## src/rtl/fetch_pkg.sv

```systemverilog
// Shared types and constants for the fetch queue stage.
package fetch_pkg;

  localparam int XLEN_DEF    = 32;
  localparam int INSTR_BYTES = 4;

  // One fetch-queue slot: instruction together with the PC it was fetched from.
  typedef struct packed {
    logic [XLEN_DEF-1:0] ps;
    logic [XLEN_DEF-1:0] buyruk;
  } fq_entry_t;

  // Bits needed for a counter that must be able to hold the value n itself.
  function automatic int cnt_width(input int n);
    return $clog2(n + 1);
  endfunction

endpackage

```

## src/rtl/fetch_fifo.sv

```systemverilog
// Small synchronous FIFO with flush; the head entry is read straight out of
// the storage registers so decode never sees a combinational path from the
// cache response.
module fetch_fifo
  import fetch_pkg::*;
#(
  parameter int  DEPTH   = 4,
  parameter type entry_t = fq_entry_t,
  localparam int CW      = cnt_width(DEPTH)
) (
  input  logic          clk,
  input  logic          rst_n,
  input  logic          push,
  input  entry_t        push_data,
  input  logic          pop,
  input  logic          flush,
  output entry_t        head,
  output logic [CW-1:0] count
);

  localparam int PW = $clog2(DEPTH);

  entry_t          mem [DEPTH];
  logic   [PW-1:0] rd_ptr;
  logic   [PW-1:0] wr_ptr;
  logic            pop_ok;
  logic            push_ok;

  // Guards keep the occupancy counter honest even if a caller misbehaves.
  assign pop_ok  = pop && (count != '0);
  assign push_ok = push && ((count != CW'(DEPTH)) || pop_ok);
  assign head    = mem[rd_ptr];

  // Storage, pointers and occupancy; pointers wrap naturally (DEPTH is 2^n).
  always_ff @(posedge clk or negedge rst_n) begin
    if (!rst_n) begin
      rd_ptr <= '0;
      wr_ptr <= '0;
      count  <= '0;
      for (int i = 0; i < DEPTH; i++) mem[i] <= '0;
    end else if (flush) begin
      rd_ptr <= '0;
      wr_ptr <= '0;
      count  <= '0;
    end else begin
      if (push_ok) begin
        mem[wr_ptr] <= push_data;
        wr_ptr      <= wr_ptr + PW'(1);
      end
      if (pop_ok) rd_ptr <= rd_ptr + PW'(1);
      count <= count + CW'(push_ok) - CW'(pop_ok);
    end
  end

endmodule

```

## src/rtl/fetch_queue_stage.sv

```systemverilog
// Pipelined instruction fetch: issues in-order cache requests under a credit
// scheme that reserves a queue slot for every live response, buffers returned
// instructions with their PCs, and discards responses made stale by redirects.
module fetch_queue_stage
  import fetch_pkg::*;
#(
  parameter int             XLEN     = XLEN_DEF,
  parameter logic [XLEN-1:0] RESET_PS = '0,
  parameter int             FQ_DEPTH = 4,
  parameter int             MAX_OUT  = 2
) (
  input  logic            clk_i,
  input  logic            rst_i,
  output logic            bellek_istek_o,
  output logic [XLEN-1:0] bellek_ps_o,
  input  logic            bellek_kabul_i,
  input  logic            bellek_gecerli_i,
  input  logic [XLEN-1:0] bellek_deger_i,
  input  logic            coz_bos_i,
  output logic [XLEN-1:0] coz_buyruk_o,
  output logic            coz_buyruk_gecerli_o,
  output logic [XLEN-1:0] coz_ps_o,
  input  logic [XLEN-1:0] yurut_ps_i,
  input  logic            yurut_ps_gecerli_i
);

  localparam int CW = cnt_width(FQ_DEPTH);
  localparam int OW = cnt_width(MAX_OUT);
  localparam int SW = CW + OW + 1;

  typedef struct packed {
    logic [XLEN-1:0] ps;
    logic [XLEN-1:0] buyruk;
  } entry_t;

  logic [XLEN-1:0] pc;
  logic [XLEN-1:0] rsp_ps;
  logic [XLEN-1:0] target;
  logic [OW-1:0]   outstanding;
  logic [OW-1:0]   drop_cnt;
  logic [CW-1:0]   cnt;
  logic [SW-1:0]   credit;
  logic            redirect;
  logic            fire;
  logic            rsp;
  logic            rsp_live;
  logic            pop;
  entry_t          head;
  entry_t          push_data;
  logic            unused_align;

  assign redirect     = yurut_ps_gecerli_i;
  assign target       = {yurut_ps_i[XLEN-1:2], 2'b00};
  assign unused_align = ^yurut_ps_i[1:0];

  // Queue slots already spoken for: stored entries plus responses still live.
  assign credit = SW'(cnt) + SW'(outstanding) - SW'(drop_cnt);

  assign bellek_istek_o = rst_i && !redirect
                       && (outstanding < OW'(MAX_OUT))
                       && (credit < SW'(FQ_DEPTH));
  assign bellek_ps_o    = pc;
  assign fire           = bellek_istek_o && bellek_kabul_i;

  // Responses with nothing outstanding are spurious and ignored.
  assign rsp      = bellek_gecerli_i && (outstanding != '0);
  assign rsp_live = rsp && (drop_cnt == '0) && !redirect;

  assign coz_buyruk_gecerli_o = (cnt != '0) && !redirect;
  assign pop                  = coz_buyruk_gecerli_o && coz_bos_i;
  assign coz_buyruk_o         = head.buyruk;
  assign coz_ps_o             = head.ps;

  assign push_data = '{ps: rsp_ps, buyruk: bellek_deger_i};

  // Request PC and the PC of the oldest live request (tag for the next kept
  // response); both jump to the redirect target since every older request
  // becomes dead at that point.
  always_ff @(posedge clk_i or negedge rst_i) begin
    if (!rst_i) begin
      pc     <= RESET_PS;
      rsp_ps <= RESET_PS;
    end else if (redirect) begin
      pc     <= target;
      rsp_ps <= target;
    end else begin
      if (fire)     pc     <= pc + XLEN'(INSTR_BYTES);
      if (rsp_live) rsp_ps <= rsp_ps + XLEN'(INSTR_BYTES);
    end
  end

  // Outstanding and to-be-dropped response counters.
  always_ff @(posedge clk_i or negedge rst_i) begin
    if (!rst_i) begin
      outstanding <= '0;
      drop_cnt    <= '0;
    end else if (redirect) begin
      outstanding <= outstanding - OW'(rsp);
      drop_cnt    <= outstanding - OW'(rsp);
    end else begin
      outstanding <= outstanding + OW'(fire) - OW'(rsp);
      if (rsp && (drop_cnt != '0)) drop_cnt <= drop_cnt - OW'(1);
    end
  end

  fetch_fifo #(
    .DEPTH   (FQ_DEPTH),
    .entry_t (entry_t)
  ) u_fifo (
    .clk       (clk_i),
    .rst_n     (rst_i),
    .push      (rsp_live),
    .push_data (push_data),
    .pop       (pop),
    .flush     (redirect),
    .head      (head),
    .count     (cnt)
  );

endmodule

```

## config.mk

```make
export PLATFORM = sky130hd
export DESIGN_NAME = fetch_queue_stage
export DESIGN_NICKNAME = d
export VERILOG_FILES = /design/src/rtl/fetch_pkg.sv /design/src/rtl/fetch_fifo.sv /design/src/rtl/fetch_queue_stage.sv
export SDC_FILE = /design/constraint.sdc
export NUM_CORES = 1
export LEC_CHECK = 0
export CAP_MARGIN = 25
export CORE_AREA = 2 2 160 280
export CTS_CLUSTER_DIAMETER = 30
export DETAILED_ROUTE_END_ITERATION = 8
export DIE_AREA = 0 0 162 282
export PLACE_DENSITY_LB_ADDON = 0.2
export REMOVE_ABC_BUFFERS = 1
export SLEW_MARGIN = 20
export SYNTH_ARGS = -nofsm -noshare
export SYNTH_HDL_FRONTEND = slang
export SYNTH_SLANG_ARGS = --single-unit
```

## constraint.sdc

```tcl
create_clock -name clk_i -period 11.15 [get_ports clk_i]
set_input_delay 2.7875 -clock clk_i [delete_from_list [all_inputs] [get_ports clk_i]]
set_output_delay 2.7875 -clock clk_i [all_outputs]
set_load 0.1 [all_outputs]
```

==> results of run 1 <==
-- synthesized netlist by cell type, types with 9 or more instances --
library cell  instances
nor2_1               24
nand3_1              30
inv_1                28
buf_4                30
mux4_2               62
buf_1                 9
a21oi_1              11
o21ai_0              37
dfrtp_1             319
mux2_2              251
nand2_1              43
clkbuf_1             25
nand4_1              22
xnor2_1              15
and3_1               11
xor2_1               25
ha_1                 16
mux2i_1              12
-- worst paths after layout --
check | slack [ns] | endpoint
max in group asynchronous | 7.35 | u_fifo.mem[186]
worst min register to register | 0.50 | u_fifo.mem[14]
worst min-delay path | 0.50 | u_fifo.mem[14]
min in group asynchronous | 2.23 | u_fifo.mem[238]
worst max-delay path | 3.23 | bellek_istek_o
worst max register to register | 7.46 | outstanding[1]
-- kinds of logic (layout without fill, tap and decap cells) --
kind of cell             count (synthesis)  in the layout
adder cells (fa/ha/maj)                 18             18
XOR/XNOR                                40             40
buffers and inverters                  103            313
multiplexers                           325            325
flip-flops                             319            319
other                                    1              5
AO/OA/AOI/OAI                           98             98
AND/OR/NAND/NOR                        184            184
-- metal layers --
| metal | global-route usage, % | vias to the layer above | part of all wire, % |
|---|---|---|---|
| li1 | - | 4353 | - |
| met1 | 20.9 | 5057 | 41 |
| met2 | 30.2 | 205 | 52 |
| met3 | 3.00 | 65 | 4.1 |
| met4 | 6.08 | 0 | 2.8 |
| met5 | 0 | - | 0 |
-- worst reg2reg max path, delay by kind of cell (launching register included) --
kind	cells	cell delay, ns
fa+ha+maj	4	1.31
buf+inv	4	0.67
xor+xnor	2	0.27
simple gates	1	0.20
compound gates	3	0.62
flops	1	0.48
-- registers in the layout, indices dropped and copies added (netlist names) --
| name | cells |
|---|---|
| outstanding | 2 |
| drop_cnt | 2 |
| bellek_ps_o | 30 |
| u_fifo.mem | 248 |
| rsp_ps | 30 |
| u_fifo.rd_ptr | 2 |
| u_fifo.count | 3 |
| u_fifo.wr_ptr | 2 |
-- layout by cell type (no fill, tap or decap), drive strengths merged, types with 11 or more instances in the layout --
master         Yosys  layout
inv               30      39
clkbuf            26      70
clkinv             0      13
o21ai             37      37
buf               47      15
mux2i             12      12
nor2              25      25
xnor2             15      15
clkdlybuf4s50      0     159
xor2              25      25
nand4             22      22
nand3             30      30
ha                16      16
mux2             251     251
a21oi             11      11
dfrtp            319     319
mux4              62      62
nand2             43      43
and3              11      11
-- stage by stage --
| step | worst slack (ns) | utilization [%] |
|---|---|---|
| global placement | 3.23 | 39.7 |
| global route | 3.11 | 44.7 |
| floorplan | 4.32 | - |
| CTS | 3.22 | 44.7 |
| detailed placement | 3.23 | 39.7 |
| finish | 3.23 | 44.7 |
-- power breakdown --
| group | switching [mW] | internal, mW | total [mW] |
|---|---|---|---|
| clock network | 0.639 | 1.27 | 1.91 |
| registers | 0.198 | 1.41 | 1.61 |
| logic | 1.71 | 0.785 | 2.49 |
| total | 2.55 | 3.46 | 6.01 |
-- cell type report --
type / instances / area, um2
diodes: 1 / 2.50
clock buffers: 70 / 1650
clock inverters: 39 / 504
fillers: 4001 / 23900
inverters: 30 / 113
multi-input cells: 669 / 6640
flip-flops and latches: 319 / 7990
well taps: 566 / 708
repair buffers: 174 / 1730
==> results_tabular.tex, run 1 <==
\begin{tabular}{lr}
\hline
Metric & Value \\
\hline
\multicolumn{2}{l}{\textbf{STA}} \\
\quad Total negative slack for setup checks & 0 ns \\
\quad Min Clock Period, post-route & 7.92 ns \\
\quad Unrepaired setup endpoints after global routing & false \\
\quad Number of setup violations in the final report & 0 \\
\quad Slew margin rel. & 26.7\% \\
\quad Max-slew violation count & 0 \\
\quad Final worst path period share & 71.0\% \\
\quad Slew of the pin with the lowest slew margin & 1.10 ns \\
\quad Worst hold slack & 0.498 ns \\
\quad Upper clock frequency limit & 0.126 GHz \\
\quad Clock tree skew after final layout & 0.0177 ns \\
\quad Hold violation total from the final report & 0 \\
\multicolumn{2}{l}{\textbf{Die}} \\
\quad Die Width & 162 um \\
\quad Rows & 101 \\
\quad Height of the die & 282 um \\
\quad Total die area & 45700 um2 \\
\quad IO Pins & 168 \\
\quad Starting density of the core & 34.9\% \\
\quad Core footprint & 43200 um2 \\
\multicolumn{2}{l}{\textbf{Yosys}} \\
\quad Synthesized instance count & 1088 \\
\quad Post-synthesis async set-or-reset flop share & 100\% \\
\quad Share of synthesized area spent on multiplexers & 28.8\% \\
\quad Cell taking the most area after synthesis & dfrtp\_1 \\
\quad Mapped cell area & 15100 um2 \\
\quad Post-synthesis register bit count & 319 \\
\quad XOR/XNOR share of the synthesized area & 2.32\% \\
\quad Ys Warns & 0 \\
\quad Main combinational cell family by area after synthesis & multiplexers \\
\quad Post-Synth Adder-Cell Area & 1.59\% \\
\quad Area share of the leading cell type in the synthesized netlist & 52.9\% \\
\quad Sequential area share after synthesis & 52.9\% \\
\quad Number of enable-type register cells in the synthesized netlist & 0 \\
\quad Simple-gate area share of the yosys netlist & 6.67\% \\
\quad Most frequently used flop master after synthesis & dfrtp\_1 \\
\quad Most area-consuming cells after synthesis & dfrtp\_1, mux2\_2, mux4\_2 \\
\quad Average footprint of a synthesized cell & 13.9 um2 \\
\quad Unique cell type count in the Yosys netlist & 61 \\
\quad Compound-cell area share of the yosys netlist & 4.34\% \\
\multicolumn{2}{l}{\textbf{Cells and area}} \\
\quad Area added between synthesis and finish & 28.1\% \\
\quad Cell area after layout & 19300 um2 \\
\quad Number of non-filler instances in the completed layout & 1868 \\
\quad Total Nets Final & 1340 \\
\quad Proportion of layout cells with a drive suffix above 1 & 34.9\% \\
\multicolumn{2}{l}{\textbf{GRT}} \\
\quad Pin count of the biggest net entering global routing & 113 \\
\quad Number of global-route vias before repair & 10300 \\
\quad Wire length of the first global-routing pass & 60300 um \\
\quad All-Layer GR Usage & 17.1\% \\
\quad Total congestion overflow & 0 \\
\quad Initial antenna violation count & 0 \\
\multicolumn{2}{l}{\textbf{Placement}} \\
\quad DP Area & 17100 um2 \\
\quad Half-perimeter wire length after detailed placement & 24200 um \\
\quad Final GP Congestion & 0.757 \\
\quad Number of cells after detailed placement & 1757 \\
\quad Port-buffer cells & 161 \\
\multicolumn{2}{l}{\textbf{Critical path}} \\
\quad Source of the worst register-to-register timing path & outstanding[1] \\
\quad Ordered cell list for the critical path & buf\_8, nor3b\_1, o211a\_1, clkdlybuf4s50\_1 \\
\quad Worst Path Buf+Inv & 2 \\
\quad Slowest cell on crit path & clkdlybuf4s50\_1 \\
\quad Kind of end point of the critical path & primary output \\
\quad Critical path depth in cells & 4 \\
\quad Worst setup path startpoint & rst\_i \\
\quad Req. time, crit path & 8.36 ns \\
\quad Cell family contributing the most delay on the critical path & buffers and inverters \\
\quad Worst path max stage delay & 1.13 ns \\
\quad Critical path class & in2out \\
\quad Type of element launching the critical path & primary input \\
\quad Largest fanout on the critical path & 112 \\
\quad Worst EP arrival & 5.13 ns \\
\quad Length in cells of the worst reg-to-reg path & 14 \\
\multicolumn{2}{l}{\textbf{Drt}} \\
\quad DR pass1 iterations & 6 \\
\quad DRC viols & 0 \\
\quad WL/cell & 20.7 um \\
\quad Vias per cell & 5.18 \\
\quad Count of vias placed by the detailed router & 9680 \\
\quad ANT nets after route & 0 \\
\quad Overall routed net length & 38600 um \\
\quad Initial DRC Count & 415 \\
\multicolumn{2}{l}{\textbf{Status}} \\
\quad Status & complete, no violations \\
\multicolumn{2}{l}{\textbf{CTS}} \\
\quad Maximum buffer depth of the clock tree & 3 \\
\quad Cell at the root of the clock tree & clkbuf\_16 \\
\quad TritonCTS Buffers & 58 \\
\quad Post-CTS sizing & 0 \\
\quad CTS Sinks & 319 \\
\quad Setup fix buffers added after clock tree synthesis & 0 \\
\quad CTS hold repair buffers & 0 \\
\quad Clk Latency, worst-skew pair & 0.58 ns \\
\quad Number of H-tree levels & 2 \\
\quad TritonCTS clock tree & built \\
\quad Clock-pin slew of the registers on the worst-case setup and hold paths & 0.05 ns \\
\multicolumn{2}{l}{\textbf{Hold path}} \\
\quad Worst hold path type & reg2reg \\
\quad Worst hold path stage count & 1 \\
\quad Origin of the worst min-delay path & u\_fifo.mem[14] \\
\multicolumn{2}{l}{\textbf{Power and ir drop}} \\
\quad Worst IR Drop VDD & 0.174 mV \\
\quad Overall power of the completed layout & 6.01 mW \\
\quad Power per cell area & 311 nW/um2 \\
\quad Leakage power & 8.34 nW \\
\multicolumn{2}{l}{\textbf{Job}} \\
\quad Number of max-cap violations & 0 \\
\hline
\end{tabular}
Note: power is estimated with default switching activity, not from simulation.
==> run 2: changes to the inputs <==
clock period = 7.4 ns   (was 11.15 ns; I/O delays follow)
==> run 2 against run 1 <==
  * Die area stayed put
  * Sequential power up 50%
  * Clock-buffer cell count up 8
  * Core utilization down 0.058 points
  * Largest cell class unchanged
  * Critical endpoint is now coz_ps_o[27]
  * Total power grew 50%
==> results_tabular.tex, run 2 (synthesized netlist as in run 1, its figures left out) <==
\begin{tabular}{lr}
\hline
Metric & Value \\
\hline
\multicolumn{2}{l}{\textbf{Power and ir drop}} \\
\quad Worst IR Drop VDD & 0.259 mV (+49\%) \\
\quad Combinational Power Share & 41.9\% (+0.4 points) \\
\quad Fraction of power spent switching nets & 42.2\% (-0.20 points) \\
\quad Leakage power & 8.33 nW (-0.14\%) \\
\quad Internal portion of total power & 5.19 mW (+50\%) \\
\quad Power per cell area & 465 nW/um2 (+50\%) \\
\quad Sequential share of power & 26.9\% (+0.2 points) \\
\quad Clock share of power & 31.2\% (-0.6 points) \\
\quad Switching power summed over all nets & 3.79 mW (+49\%) \\
\multicolumn{2}{l}{\textbf{CTS}} \\
\quad Cell at the root of the clock tree & clkbuf\_16 \\
\quad Setup fix buffers added after clock tree synthesis & 0 (unchanged) \\
\quad Post-CTS sizing & 0 (unchanged) \\
\quad CTS Sinks & 319 (unchanged) \\
\quad Number of H-tree levels & 2 (unchanged) \\
\quad TritonCTS clock tree & built \\
\quad CTS hold repair buffers & 0 (unchanged) \\
\quad Clk Latency, worst-skew pair & 0.58 ns (about the same) \\
\quad Clock-pin slew of the registers on the worst-case setup and hold paths & 0.05 ns (about the same) \\
\quad TritonCTS Buffers & 59 (+1.7\%) \\
\quad Maximum buffer depth of the clock tree & 3 (unchanged) \\
\multicolumn{2}{l}{\textbf{Cells and area}} \\
\quad Proportion of layout cells with a drive suffix above 1 & 34.3\% (-0.59 points) \\
\quad Total Nets Final & 1344 (+0.30\%) \\
\quad Highest-count cells in the layout ignoring fill and taps & dfrtp\_1, mux2\_2, clkdlybuf4s50\_1 \\
\quad Flip-flop count of the largest register, all copies and words added & 248 (unchanged) \\
\quad Cell area after layout & 19300 um2 (-0.13\%) \\
\quad Number of fill cells & 3997 (-0.10\%) \\
\quad Largest register by flop count & u\_fifo.mem \\
\quad Final Core Density & 44.7\% (-0.058 points) \\
\quad Area added between synthesis and finish & 27.9\% \\
\quad Most common cell after layout, fill and taps aside & dfrtp\_1 \\
\multicolumn{2}{l}{\textbf{Critical path}} \\
\quad Worst setup path startpoint & u\_fifo.rd\_ptr[1] \\
\quad Type of element launching the critical path & register \\
\quad Kind of end point of the critical path & primary output \\
\quad Reg-to-reg endpoint & outstanding[1] \\
\quad Register-to-register setup slack & 3.39 ns (-4.07 ns) \\
\quad Largest fanout on the critical path & 36 (-68\%) \\
\quad Worst EP arrival & 3.51 ns (-1.62 ns) \\
\quad Length in cells of the worst reg-to-reg path & 15 (+1) \\
\quad Source of the worst register-to-register timing path & outstanding[1] \\
\quad Critical path class & reg2out \\
\quad Crit path to & coz\_ps\_o[27] \\
\quad Req. time, crit path & 5.55 ns (-2.81 ns) \\
\multicolumn{2}{l}{\textbf{STA}} \\
\quad Max-slew violation count & 0 (unchanged) \\
\quad Number of setup violations in the final report & 0 (unchanged) \\
\quad Hold violation total from the final report & 0 (unchanged) \\
\quad Clock tree skew after final layout & 0.0191 ns (+0.00141 ns) \\
\quad Upper clock frequency limit & 0.187 GHz \\
\quad Slew of the pin with the lowest slew margin & 1.12 ns (+0.0252 ns) \\
\quad Total negative slack for setup checks & 0 ns (unchanged) \\
\quad Worst hold slack & 0.497 ns (-0.000792 ns) \\
\quad Final worst path period share & 72.4\% \\
\quad Unrepaired setup endpoints after global routing & false \\
\quad Min Clock Period, post-route & 5.36 ns \\
\quad Slew margin rel. & 25.0\% (-1.7 points) \\
\multicolumn{2}{l}{\textbf{Placement}} \\
\quad Port-buffer cells & 161 (unchanged) \\
\quad Half-perimeter wire length after detailed placement & 24400 um (+0.82\%) \\
\quad DP Area & 17200 um2 (about the same) \\
\quad Final GP Congestion & 0.761 (+0.42\%) \\
\multicolumn{2}{l}{\textbf{Die}} \\
\quad Rows & 101 (unchanged) \\
\quad Die Width & 162 um (unchanged) \\
\quad IO Pins & 168 (unchanged) \\
\quad Total die area & 45700 um2 (unchanged) \\
\quad Height of the die & 282 um (unchanged) \\
\quad Starting density of the core & 34.9\% (unchanged) \\
\quad Core footprint & 43200 um2 (unchanged) \\
\multicolumn{2}{l}{\textbf{Drt}} \\
\quad DR pass1 iterations & 5 (-1) \\
\quad DRC viols & 0 (unchanged) \\
\quad Overall routed net length & 38600 um (about the same) \\
\quad Initial DRC Count & 425 (+2.4\%) \\
\quad Count of vias placed by the detailed router & 9713 (+0.34\%) \\
\quad WL/cell & 20.7 um (about the same) \\
\quad Vias per cell & 5.19 (+0.23\%) \\
\quad ANT nets after route & 0 (unchanged) \\
\multicolumn{2}{l}{\textbf{GRT}} \\
\quad Total congestion overflow & 0 (unchanged) \\
\quad Pin count of the biggest net entering global routing & 112 (-0.88\%) \\
\quad Wire length of the first global-routing pass & 61100 um (+1.2\%) \\
\quad Number of global-route vias before repair & 10425 (+1.2\%) \\
\quad All-Layer GR Usage & 17.2\% (+0.16 points) \\
\quad Initial antenna violation count & 1 (+1) \\
\multicolumn{2}{l}{\textbf{Job}} \\
\quad Number of max-cap violations & 0 (unchanged) \\
\multicolumn{2}{l}{\textbf{Status}} \\
\quad Status & complete, no violations \\
\multicolumn{2}{l}{\textbf{Hold path}} \\
\quad Worst hold path type & reg2reg \\
\hline
\end{tabular}
==> run 2: cell count changes in the layout (fill, tap and decap cells not counted) <==
cell / change
clkdlybuf4s50_1: -1
inv_6: -6
clkinv_4: -6
clkbuf_8: -2
inv_16: +1
clkinv_2: +2
buf_4: +3
clkbuf_1: +10
buf_16: +1
==> run 2: worst min path at each step <==
stage,startpoint,end,slack (ns),cells after the start
floorplan,u_fifo.mem[100],u_fifo.mem[100],0.48,1
global placement,u_fifo.mem[77],u_fifo.mem[77],0.48,1
detailed placement,u_fifo.mem[114],u_fifo.mem[114],0.49,1
CTS,u_fifo.mem[10],u_fifo.mem[10],0.50,1
global route,u_fifo.mem[79],u_fifo.mem[79],0.51,1
finish,u_fifo.mem[92],u_fifo.mem[92],0.50,1
==> run 2: per-layer routing <==
| metal | track usage, % | vias to the layer above | part of all wire (%) |
|---|---|---|---|
| met2 | 30.4 | 232 | 52 |
| met1 | 20.9 | 5043 | 41 |
| met3 | 3.10 | 70 | 4.0 |
| met5 | 0 | - | 0 |
| met4 | 6.76 | 0 | 3.3 |
| li1 | - | 4368 | - |
==> run 2: through the flow <==
stage	setup WS, ns	instances	total power [mW]
floorplan	2.10	1018	5.34
global placement	2.20	1759	6.21
detailed placement	2.16	1759	6.25
CTS	1.87	1867	9.11
global route	1.80	1869	9.37
finish	2.04	1870	8.98
==> run 2: area by class of cell <==
type	instances	area, um2	share of cell area (%)
Clock inverter	30	429	2.22
Antenna cell	1	2.50	0.0130
Tap cell	566	708	3.67
Inverter	30	113	0.583
Clock buffer	78	1660	8.60
Multi-Input combinational cell	669	6640	34.4
Timing Repair Buffer	177	1770	9.16
Sequential cell	319	7990	41.4
==> run 2: critical path, cell delays in order (launching register included) <==
cell and delay (ns):
dfrtp_4 0.87, buf_4 0.55, mux4_2 0.29, clkdlybuf4s50_1 1.19
==> run 2: power by group through the flow <==
stage	Sequential, mW	Combinational (mW)	Clock [mW]
6_report	2.42	3.76	2.81
5_1_grt	2.48	3.94	2.96
4_1_cts	2.42	3.81	2.88
3_5_place_dp	2.45	3.80	0
3_3_place_gp	2.43	3.78	0
2_1_floorplan	2.53	2.81	0
==> run 3: changes to the inputs <==
clock period = 5.4 ns   (was 7.4 ns; I/O delays follow)
==> run 3 against run 2 <==
  * Clock power rose by 47%
  * Flip-flop and latch count did not move
  * Cell area rose by 1.1%
  * First-iteration DRC count fell by 5.6%
  * Total power rose by 41%
  * Final cell count rose by 0.32%
  * Sequential power rose by 37%
  * Sequential share of layout area fell by 0.46 points
  * Routed wire length rose by 0.75%
  * Non-clock buffer count rose by 3
  * Critical path type unchanged
  * Die area did not move
==> results_tabular.tex, run 3 (synthesized netlist as in run 1, its figures left out) <==
\begin{tabular}{lr}
\hline
Metric & Value \\
\hline
\multicolumn{2}{l}{\textbf{Cells and area}} \\
\quad Total Nets Final & 1347 (+0.22\%) \\
\quad Proportion of layout cells with a drive suffix above 1 & 35.9\% (+1.6 points) \\
\quad Largest register by flop count & u\_fifo.mem \\
\quad Highest-count cells in the layout ignoring fill and taps & dfrtp\_1, mux2\_2, clkdlybuf4s50\_1 \\
\quad Most common cell after layout, fill and taps aside & dfrtp\_1 \\
\quad Antenna diode count & 0 (-1) \\
\quad Flip-flop count of the largest register, all copies and words added & 248 (unchanged) \\
\quad Number of fill cells & 3944 (-1.3\%) \\
\quad Area added between synthesis and finish & 29.4\% \\
\multicolumn{2}{l}{\textbf{STA}} \\
\quad Minimum setup slack in the final design & 0.725 ns (-1.32 ns) \\
\quad Min Clock Period, post-route & 4.67 ns \\
\quad Hold violation total from the final report & 0 (unchanged) \\
\quad Final worst path period share & 86.6\% \\
\quad Slew of the pin with the lowest slew margin & 1.12 ns (+0.00397 ns) \\
\quad Unrepaired setup endpoints after global routing & false \\
\quad Upper clock frequency limit & 0.214 GHz \\
\quad Total negative slack for setup checks & 0 ns (unchanged) \\
\quad Slew margin rel. & 24.8\% (-0.27 points) \\
\quad Number of setup violations in the final report & 0 (unchanged) \\
\quad Max-slew violation count & 0 (unchanged) \\
\quad Clock tree skew after final layout & 0.0233 ns (+0.00416 ns) \\
\multicolumn{2}{l}{\textbf{Placement}} \\
\quad Port-buffer cells & 161 (unchanged) \\
\quad Final GP Congestion & 0.756 (-0.64\%) \\
\quad Half-perimeter wire length after detailed placement & 24800 um (+1.8\%) \\
\quad Worst slack after detailed placement & 1.08 ns (-1.08 ns) \\
\multicolumn{2}{l}{\textbf{Critical path}} \\
\quad Cell family contributing the most delay on the critical path & buffers and inverters \\
\quad Largest fanout on the critical path & 24 (-33\%) \\
\quad Ordered cell list for the critical path & buf\_4, mux4\_2, clkdlybuf4s50\_1 \\
\quad Slowest cell on crit path & clkdlybuf4s50\_1 \\
\quad Critical path class & reg2out \\
\quad Req. time, crit path & 4.05 ns (-1.50 ns) \\
\quad Source of the worst register-to-register timing path & outstanding[1] \\
\quad Worst setup path startpoint & u\_fifo.rd\_ptr[0] \\
\quad Register-to-register setup slack & 1.75 ns (-1.64 ns) \\
\quad Worst path max stage delay & 0.99 ns (-0.20 ns) \\
\quad Worst Path Buf+Inv & 2 (unchanged) \\
\quad Worst EP arrival & 3.32 ns (-0.19 ns) \\
\quad Length in cells of the worst reg-to-reg path & 14 (-1) \\
\quad Critical path depth in cells & 3 (unchanged) \\
\quad Crit path to & coz\_buyruk\_o[10] \\
\quad Type of element launching the critical path & register \\
\quad Reg-to-reg endpoint & outstanding[1] \\
\quad Kind of end point of the critical path & primary output \\
\multicolumn{2}{l}{\textbf{Die}} \\
\quad Die Width & 162 um (unchanged) \\
\quad Total die area & 45700 um2 (unchanged) \\
\quad IO Pins & 168 (unchanged) \\
\quad Height of the die & 282 um (unchanged) \\
\quad Core footprint & 43200 um2 (unchanged) \\
\quad Starting density of the core & 34.9\% (unchanged) \\
\quad Rows & 101 (unchanged) \\
\multicolumn{2}{l}{\textbf{CTS}} \\
\quad Setup fix buffers added after clock tree synthesis & 0 (unchanged) \\
\quad CTS hold repair buffers & 0 (unchanged) \\
\quad Cell at the root of the clock tree & clkbuf\_16 \\
\quad TritonCTS clock tree & built \\
\quad TritonCTS Buffers & 59 (unchanged) \\
\quad Number of H-tree levels & 2 (unchanged) \\
\quad Clk Latency, worst-skew pair & 0.58 ns (about the same) \\
\quad Post-CTS sizing & 0 (unchanged) \\
\quad CTS Sinks & 319 (unchanged) \\
\quad Clock-pin slew of the registers on the worst-case setup and hold paths & 0.05 ns (about the same) \\
\quad Maximum buffer depth of the clock tree & 3 (unchanged) \\
\multicolumn{2}{l}{\textbf{GRT}} \\
\quad Gr busiest metal & met2 \\
\quad Initial antenna violation count & 0 (-1) \\
\quad Number of global-route vias before repair & 10599 (+1.7\%) \\
\quad All-Layer GR Usage & 17.3\% (+0.094 points) \\
\quad Total congestion overflow & 0 (unchanged) \\
\quad Met2 layer usage reported by global route & 31.4\% (+0.98 points) \\
\quad Global routing usage on met1 & 20.8\% (-0.069 points) \\
\quad Met3 Usage GRT & 3.06\% (-0.044 points) \\
\quad Wire length of the first global-routing pass & 61200 um (+0.30\%) \\
\quad Pin count of the biggest net entering global routing & 68 (-39\%) \\
\multicolumn{2}{l}{\textbf{Power and ir drop}} \\
\quad Internal portion of total power & 7.36 mW (+42\%) \\
\quad Combinational Power Share & 41.0\% (-0.9 points) \\
\quad Power per cell area & 647 nW/um2 (+39\%) \\
\quad Switching power summed over all nets & 5.27 mW (+39\%) \\
\quad Worst IR Drop VDD & 0.326 mV (+26\%) \\
\quad Sequential share of power & 26.3\% (-0.6 points) \\
\quad Fraction of power spent switching nets & 41.7\% (-0.48 points) \\
\quad Clock share of power & 32.8\% (+1.6 points) \\
\quad Leakage power & 8.45 nW (+1.5\%) \\
\multicolumn{2}{l}{\textbf{Drt}} \\
\quad Count of vias placed by the detailed router & 9705 (-0.082\%) \\
\quad DRC viols & 0 (unchanged) \\
\quad ANT nets after route & 0 (unchanged) \\
\quad Overall routed net length & 38900 um (+0.75\%) \\
\quad Initial DRC Count & 401 (-5.6\%) \\
\quad DR pass1 iterations & 5 (unchanged) \\
\quad WL/cell & 20.7 um (+0.43\%) \\
\quad Vias per cell & 5.17 (-0.40\%) \\
\multicolumn{2}{l}{\textbf{Job}} \\
\quad Number of max-cap violations & 0 (unchanged) \\
\multicolumn{2}{l}{\textbf{Hold path}} \\
\quad Worst hold path type & reg2reg \\
\multicolumn{2}{l}{\textbf{Status}} \\
\quad Status & complete, no violations \\
\hline
\end{tabular}
run 3: changes by cell type in the layout (fill, tap and decap cells not counted), moves of 2 or more:
| cell | before | now |
|---|---|---|
| bufinv_16 | 9 | 14 |
| inv_6 | 3 | 8 |
| buf_4 | 15 | 21 |
| clkinv_4 | 2 | 4 |
| clkbuf_1 | 10 | 2 |
| clkbuf_8 | 7 | 10 |
| buf_12 | 0 | 6 |
| clkbuf_16 | 61 | 59 |
| clkdlybuf4s50_1 | 158 | 150 |
| inv_8 | 0 | 2 |
run 3: stage by stage:
step | area, um2 | hold WS [ns] | total power [mW] | cells | util, %
after floorplan | 14700 | 0.475 | 7.32 | 1018 | -
after global placement | 17200 | 0.483 | 8.53 | 1763 | 39.9
after detailed placement | 17300 | 0.490 | 8.59 | 1764 | 40.0
after CTS | 19500 | 0.502 | 12.8 | 1876 | 45.2
after global routing | 19500 | 0.512 | 13.1 | 1876 | 45.2
final | 19500 | 0.499 | 12.6 | 1876 | 45.2
run 3: worst min path at each step:
stage / cells past startpoint / start / endpoint
2_1_floorplan: 1 / u_fifo.mem[100] / u_fifo.mem[100]
6_report: 1 / u_fifo.mem[18] / u_fifo.mem[18]
5_1_grt: 1 / u_fifo.mem[127] / u_fifo.mem[127]
3_3_place_gp: 1 / u_fifo.mem[82] / u_fifo.mem[82]
4_1_cts: 1 / u_fifo.mem[111] / u_fifo.mem[111]
3_5_place_dp: 1 / u_fifo.mem[111] / u_fifo.mem[111]
run 3: power by group through the flow:
| stage | registers [mW] | clock network, mW | logic (mW) |
|---|---|---|---|
| after floorplan | 3.47 | 0 | 3.85 |
| after global placement | 3.33 | 0 | 5.20 |
| after detailed placement | 3.36 | 0 | 5.24 |
| after CTS | 3.32 | 4.23 | 5.24 |
| after global routing | 3.40 | 4.35 | 5.40 |
| final | 3.32 | 4.14 | 5.18 |
run 3: final cells by class:
type | count | area (um2) | area share, %
timing repair buffer | 180 | 1830 | 9.36
tap | 566 | 708 | 3.63
clock buffer | 71 | 1620 | 8.31
sequential | 319 | 7990 | 40.9
inverter | 30 | 113 | 0.577
clock inverter | 41 | 631 | 3.23
multi-input combinational | 669 | 6640 | 34.0
run 3: per-layer routing:
layer	vias to the layer above	share of wire, %
li1	4373	-
met1	5082	41
met2	189	53
met3	61	3.7
met4	0	2.4
met5	-	0
